<file path="config.mk">
export PLATFORM = sky130hd
export DESIGN_NAME = clk_rst_activity_monitor
export DESIGN_NICKNAME = d
export VERILOG_FILES = /design/src/rtl/clk_rst_activity_monitor.sv
export SDC_FILE = /design/constraint.sdc
export NUM_CORES = 1
export LEC_CHECK = 0
export ABC_CLOCK_PERIOD_IN_PS = 3750
export CORE_ASPECT_RATIO = 0.9
export CORE_MARGIN = 4
export CORE_UTILIZATION = 56
export DETAILED_ROUTE_END_ITERATION = 10
export HOLD_SLACK_MARGIN = 0.05
export PLACE_DENSITY = 0.87
export SLEW_MARGIN = 0
export SYNTH_ARGS = -nofsm -noshare
export SYNTH_HDL_FRONTEND = slang
export SYNTH_SLANG_ARGS = --single-unit
export TNS_END_PERCENT = 50
</file>
<file path="constraint.sdc">
create_clock -name pl_clk0 -period 3.75 [get_ports pl_clk0]
set_clock_uncertainty 0.15 [all_clocks]
set_input_delay 0.9375 -clock pl_clk0 [delete_from_list [all_inputs] [get_ports pl_clk0]]
set_output_delay 0.9375 -clock pl_clk0 [all_outputs]
set_load 0.02 [all_outputs]
</file>
<file path="src/rtl/clk_rst_activity_monitor.sv">
// clk_rst_activity_monitor
//   Counts rising edges on NUM_CH pre-synchronized heartbeat inputs over a
//   fixed WINDOW of pl_clk0 cycles. It flags channels that are stuck (too few
//   edges) or over-fast (too many edges), and measures how many cycles each
//   channel's reset takes to release after measurement starts.
//
//   Ports
//     pl_clk0, pl0_resetn   : clock and synchronous active-low reset
//     enable                : run the monitor; low returns to IDLE
//     clear                 : clears the sticky ch_stuck / ch_fast flags
//     ch_toggle, ch_rst_n   : per-channel heartbeat and reset status, both
//                             already synchronized to pl_clk0
//     edge_cnt, cnt_valid   : last completed window count (ch0 in the LSBs)
//                             and a one-cycle update pulse
//     ch_ok                 : last window in range and channel released
//     ch_stuck, ch_fast     : sticky range violations
//     rst_seen,
//     rst_release_cnt       : reset-release observed, and its latency in cycles
//     state                 : 0=IDLE 1=SETTLE 2=MEASURE

// Per-channel edge counter, range check and reset-release timer.
module clk_rst_activity_lane #(
  parameter int CNT_W     = 16,
  parameter int MIN_EDGES = 4,
  parameter int MAX_EDGES = 600
) (
  input  logic             pl_clk0,
  input  logic             pl0_resetn,
  input  logic             active,     // MEASURE and still enabled
  input  logic             win_last,   // last cycle of the current window
  input  logic             arm,        // leaving IDLE: restart release timing
  input  logic             clear,
  input  logic             toggle,
  input  logic             rst_n_in,
  output logic [CNT_W-1:0] edge_cnt,
  output logic             ok,
  output logic             stuck,
  output logic             fast,
  output logic             rst_seen,
  output logic [CNT_W-1:0] rst_release_cnt
);
  localparam logic [CNT_W-1:0] CNT_MAX = '1;
  localparam logic [CNT_W-1:0] MIN_C   = CNT_W'(MIN_EDGES);
  localparam logic [CNT_W-1:0] MAX_C   = CNT_W'(MAX_EDGES);

  logic             prev_toggle;
  logic             rise, too_low, too_high;
  logic [CNT_W-1:0] live_cnt, rel_cnt, cnt_total;

  // prev_toggle tracks the input in every state, so a level already high
  // when MEASURE starts is not mistaken for an edge.
  assign rise      = active & toggle & ~prev_toggle;
  // Live count including this cycle's edge, saturating.
  assign cnt_total = (live_cnt == CNT_MAX) ? CNT_MAX : live_cnt + CNT_W'(rise);
  assign too_low   = cnt_total < MIN_C;
  assign too_high  = cnt_total > MAX_C;

  always_ff @(posedge pl_clk0) begin
    if (!pl0_resetn) begin
      prev_toggle     <= 1'b0;
      live_cnt        <= '0;
      edge_cnt        <= '0;
      ok              <= 1'b0;
      stuck           <= 1'b0;
      fast            <= 1'b0;
      rel_cnt         <= '0;
      rst_seen        <= 1'b0;
      rst_release_cnt <= '0;
    end else begin
      prev_toggle <= toggle;

      if (win_last) begin
        edge_cnt <= cnt_total;
        ok       <= ~too_low & ~too_high & rst_n_in;
        live_cnt <= '0;
      end else if (active) begin
        live_cnt <= cnt_total;
      end else begin
        live_cnt <= '0;
      end

      // A new violation in the same cycle as clear wins; a channel held in
      // reset never updates its flags.
      stuck <= (stuck & ~clear) | (win_last & rst_n_in & too_low);
      fast  <= (fast  & ~clear) | (win_last & rst_n_in & too_high);

      if (arm) begin
        rel_cnt  <= '0;
        rst_seen <= 1'b0;
      end else if (active && !rst_seen) begin
        if (rst_n_in) begin
          rst_release_cnt <= rel_cnt;
          rst_seen        <= 1'b1;
        end else if (rel_cnt != CNT_MAX) begin
          rel_cnt <= rel_cnt + CNT_W'(1);
        end
      end
    end
  end
endmodule

module clk_rst_activity_monitor #(
  parameter int NUM_CH     = 2,
  parameter int CNT_W      = 16,
  parameter int WINDOW     = 1024,
  parameter int MIN_EDGES  = 4,
  parameter int MAX_EDGES  = 600,
  parameter int RST_SETTLE = 16
) (
  input  logic                    pl_clk0,
  input  logic                    pl0_resetn,
  input  logic                    enable,
  input  logic                    clear,
  input  logic [NUM_CH-1:0]       ch_toggle,
  input  logic [NUM_CH-1:0]       ch_rst_n,
  output logic [NUM_CH*CNT_W-1:0] edge_cnt,
  output logic                    cnt_valid,
  output logic [NUM_CH-1:0]       ch_ok,
  output logic [NUM_CH-1:0]       ch_stuck,
  output logic [NUM_CH-1:0]       ch_fast,
  output logic [NUM_CH-1:0]       rst_seen,
  output logic [NUM_CH*CNT_W-1:0] rst_release_cnt,
  output logic [1:0]              state
);
  localparam logic [1:0] ST_IDLE    = 2'd0;
  localparam logic [1:0] ST_SETTLE  = 2'd1;
  localparam logic [1:0] ST_MEASURE = 2'd2;

  localparam int WIN_W = (WINDOW > 1) ? $clog2(WINDOW) : 1;
  localparam int SET_W = $clog2(RST_SETTLE + 1);
  localparam logic [WIN_W-1:0] WIN_LAST = WIN_W'(WINDOW - 1);
  localparam logic [SET_W-1:0] SET_LAST = SET_W'(RST_SETTLE - 1);

  logic [WIN_W-1:0]             win_cnt;
  logic [SET_W-1:0]             settle_cnt;
  logic                         active, win_last, arm;
  logic [NUM_CH-1:0][CNT_W-1:0] edge_cnt_a, rel_a;

  // Dropping enable aborts the window in the same cycle: no edges counted,
  // no evaluation.
  assign active   = (state == ST_MEASURE) & enable;
  assign win_last = active & (win_cnt == WIN_LAST);
  assign arm      = (state == ST_IDLE) & enable;

  always_ff @(posedge pl_clk0) begin
    if (!pl0_resetn) begin
      state      <= ST_IDLE;
      settle_cnt <= '0;
      win_cnt    <= '0;
      cnt_valid  <= 1'b0;
    end else begin
      // Outputs latched at the end of the last window cycle, so the pulse
      // lines up with the new edge_cnt.
      cnt_valid <= win_last;
      if (!enable) begin
        state      <= ST_IDLE;
        settle_cnt <= '0;
        win_cnt    <= '0;
      end else begin
        case (state)
          ST_IDLE: begin
            state      <= ST_SETTLE;
            settle_cnt <= '0;
          end
          ST_SETTLE: begin
            if (settle_cnt == SET_LAST) begin
              state   <= ST_MEASURE;
              win_cnt <= '0;
            end else begin
              settle_cnt <= settle_cnt + SET_W'(1);
            end
          end
          ST_MEASURE: win_cnt <= win_last ? '0 : win_cnt + WIN_W'(1);
          default:    state <= ST_IDLE;
        endcase
      end
    end
  end

  for (genvar g = 0; g < NUM_CH; g++) begin : g_lane
    clk_rst_activity_lane #(
      .CNT_W     (CNT_W),
      .MIN_EDGES (MIN_EDGES),
      .MAX_EDGES (MAX_EDGES)
    ) u_lane (
      .pl_clk0         (pl_clk0),
      .pl0_resetn      (pl0_resetn),
      .active          (active),
      .win_last        (win_last),
      .arm             (arm),
      .clear           (clear),
      .toggle          (ch_toggle[g]),
      .rst_n_in        (ch_rst_n[g]),
      .edge_cnt        (edge_cnt_a[g]),
      .ok              (ch_ok[g]),
      .stuck           (ch_stuck[g]),
      .fast            (ch_fast[g]),
      .rst_seen        (rst_seen[g]),
      .rst_release_cnt (rel_a[g])
    );
  end

  assign edge_cnt        = edge_cnt_a;
  assign rst_release_cnt = rel_a;
endmodule

</file>
==> impl_metrics.toml <==
[setup_path]
cp_slowest_stage_delay_ns = 0.52
crit_arrival_ns = 3.64
crit_path_start_kind = "input port"
crit_top_cell = "buf_4"
required_ns = 3.91
cp_cell_sequence = "clkdlybuf4s50_1, nand3b_4, buf_4, nor3b_1, ha_1, buf_4, nand4_1, nor2_1, a31oi_1, a41oi_2, buf_4, nand2_1, a21boi_0"
cp-end-kind = "register"
cp_slowest_cell = "clkdlybuf4s50_1"
crit_type = "input port to register"
crit_family = "buffers and inverters"
crit_path_max_fanout = 3
path_buf_inv = 4

[floorplanning]
fp.dieW_um = 127
rows = 38
die_h_um = 115
core_area_um2 = 12200
initial_core_util_pct = 58.1
io_pins = 83
die-area_um2 = 14600

[global_routing]
grt_first_pass_wirelength_mm = 27.4
antenna_found_initial = 0
grt_remaining_overflow = 0
grt_start_max_net_pins = 58
track_usage_pct = 22.9
grt_pass1_vias = 5837

[power_and_ir_drop]
seqPwrFrac_pct = 48.6
switching_share_pct = 19.7
powerDensity_nw_per_um2 = 391
combPwrFrac_pct = 1.5
vdd_drop_max_mv = 0.389
internal_power_uw = 2750
p_sw_uw = 673
leakage_uw = 0.00356
clkPwrFrac_pct = 50.0

[placement]
pre_cts_slack_ns = -0.101
port_buffers = 82
dp_hpwl_mm = 11.0
gp_congestion = 0.906

[sta]
slew_headroom_pct = 38.6
final-hold-violation-count = 0
rsz0062_at_grt = "false"
worst_pin_slew_ns = 0.921
hold_ws_ns = 0.313
final_max_slew_viol_count = 0
finalSetupViolCount = 0
worst_slack_ns = 0.272
max_freq_mhz = 288
finalWorstPathRequiredPeriod_ns = 3.48
finalSetupTns_ns = 0
fin_crit_sh_pct = 92.7

[yosys]
yosysSeqAreaShare_pct = 44.0
synth.avg_cell_area_um2 = 9.06
netlist_area_um2 = 7100
async_flop_share_pct = 0
yosysTopAreaCell = "dfxtp_1"
synthFlopType = "dfxtp_1"
yosys.cell_types.count = 73
ys_top_cells_by_count = "156 x dfxtp_1, 105 x nor2_1, 58 x nand2_1, 39 x nand3_1"
synth_edf_count = 0
netlist_instances = 784
synth_seq_cells = 156
synth_top_area_share_pct = 44.0
yosysWarnings = 0
synthTopCellsByArea = "dfxtp_1 44%, nor2_1 5.5%, mux2i_1 4.8%, xor2_1 3.8%, o211a_1 3.8%"
syn-num-nets = 801
synth_most_common_cell = "dfxtp_1"

[clock_network]
htreeDepth = 4
cts_inserted_buffers = 17
worstSkewPairLatency_ns = 0.42
cts_tree = "done"
cts_setup_buffers = 0
cts-root-buf = "clkbuf_16"
clkTransAtPathRegs_ns = 0.06
cts.sinks = 156
clock_path_buffers = 2

[drt]
dr.pass1.iters = 5
antenna_left = 0
finalWirelength_mm = 16.0
drcViolationCount = 0
avgRoutedWirePerCell_um = 15.4
vias = 5883
drt_iter0_markers = 436
via_per_inst = 5.64

[finish]
n_antenna_cell = 0
fin_nets = 889
final_layout_size_suffix_gt1_share_pct = 10.3
area_growth_pct = 23.2

[outcome]
outcome = "complete, no violations"

[worst_hold_path]
hold_path_class = "register to register"

[job]
timing.max_cap.violations = 0
[through the flow]
step	instances	util (%)	power [uW]	cell area [um2]
2_1_floorplan	784	-	1730	7100
3_3_place_gp	1013	66.8	1750	8160
3_5_place_dp	1013	66.8	1750	8160
4_1_cts	1043	71.5	3440	8740
5_1_grt	1043	71.6	3530	8750
6_report	1043	71.6	3420	8750
[cell type report]
class,count,area (um2)
clock buffers,22,464
clock inverters,8,118
fillers,909,3470
inverters,10,37.5
multi-input cells,567,3690
flip-flops and latches,156,3120
well taps,160,200
repair buffers,120,1110
[per-layer routing]
metal / part of all wire [%] / wire length, um / up-vias / global-route usage [%]
li1: - / - / 2910 / -
met1: 45 / 7270 / 2726 / 29.8
met2: 46 / 7440 / 221 / 37.2
met3: 6.6 / 1050 / 26 / 5.43
met4: 1.6 / 264 / 0 / 8.72
met5: 0 / 0 / - / 0
[timing repair]
item                                    in CTS  in global routing
endpoints found under the setup margin       0                  1
hold buffers                                 0                  0
gates resized for setup                      0                  1
[layout by cell type (no fill, tap or decap), types with 3 or more instances in the layout]
cell             netlist  final
dfxtp_1              156    156
nor2_1               105    105
clkdlybuf4s50_1        0     81
nand2_1               58     58
nand3_1               39     39
buf_4                  8     37
nor2b_1               34     34
mux2i_1               34     34
xor2_1                31     31
o211a_1               27     27
xnor2_1               26     26
nand4_1               22     22
nor3_1                20     19
a21oi_1               19     19
clkbuf_16              0     17
o21ai_0               15     15
and2_1                15     15
and3_1                12     12
inv_1                 10     10
ha_1                   9      9
or3_1                  8      8
and4_1                 7      7
nand2b_1               5      5
o31ai_1                5      5
nor4_1                 4      4
nor3_2                 3      4
nand3b_1               4      4
a31oi_1                4      4
clkinv_2               0      4
nor2_2                 3      3
or4_1                  3      3
o211ai_1               3      3
a21o_1                 3      3
clkbuf_1              23      3
bufinv_16              0      3
[registers in the layout, indices dropped and copies added, names as in the netlist, 5 cells and up]
register,flops
settle_cnt,5
g_lane.u_lane.live_cnt,32
g_lane.u_lane.edge_cnt,32
g_lane.u_lane.rst_release_cnt,32
win_cnt,10
g_lane.u_lane.rel_cnt,32
[power by group through the flow]
| stage | clock, uW | sequential, uW | combinational (uW) |
|---|---|---|---|
| floorplan | 0 | 1700 | 28.3 |
| global placement | 0 | 1700 | 49.6 |
| detailed placement | 0 | 1700 | 49.9 |
| CTS | 1730 | 1660 | 50.2 |
| global route | 1810 | 1660 | 54.1 |
| finish | 1710 | 1660 | 49.8 |
[tightest hold or removal path, stage by stage, from the launching register on]
cell and delay, ns:
dfxtp_1 0.31, nand2_1 0.05, o21ai_1 0.05
[kinds of logic after synthesis]
logic type | Yosys count | synth area share (%)
compound gates | 105 | 11.1
xor+xnor | 57 | 7.03
fa+ha+maj | 9 | 1.59
buf+inv | 61 | 4.25
flops | 156 | 44.0
mux | 35 | 4.95
simple gates | 361 | 27.1
[path summary, 6_finish.rpt]
path	start	endpoint	slack, ns	cells past startpoint
worst max-delay path	enable	g_lane[0].u_lane.edge_cnt[15]	0.27	13
worst min-delay path	g_lane[1].u_lane.stuck	g_lane[1].u_lane.stuck	0.31	2
worst max register to register	state[1]	g_lane[0].u_lane.edge_cnt[15]	0.70	12
worst min register to register	g_lane[1].u_lane.stuck	g_lane[1].u_lane.stuck	0.31	2
No activity file was read; power rests on OpenSTA's default activity.
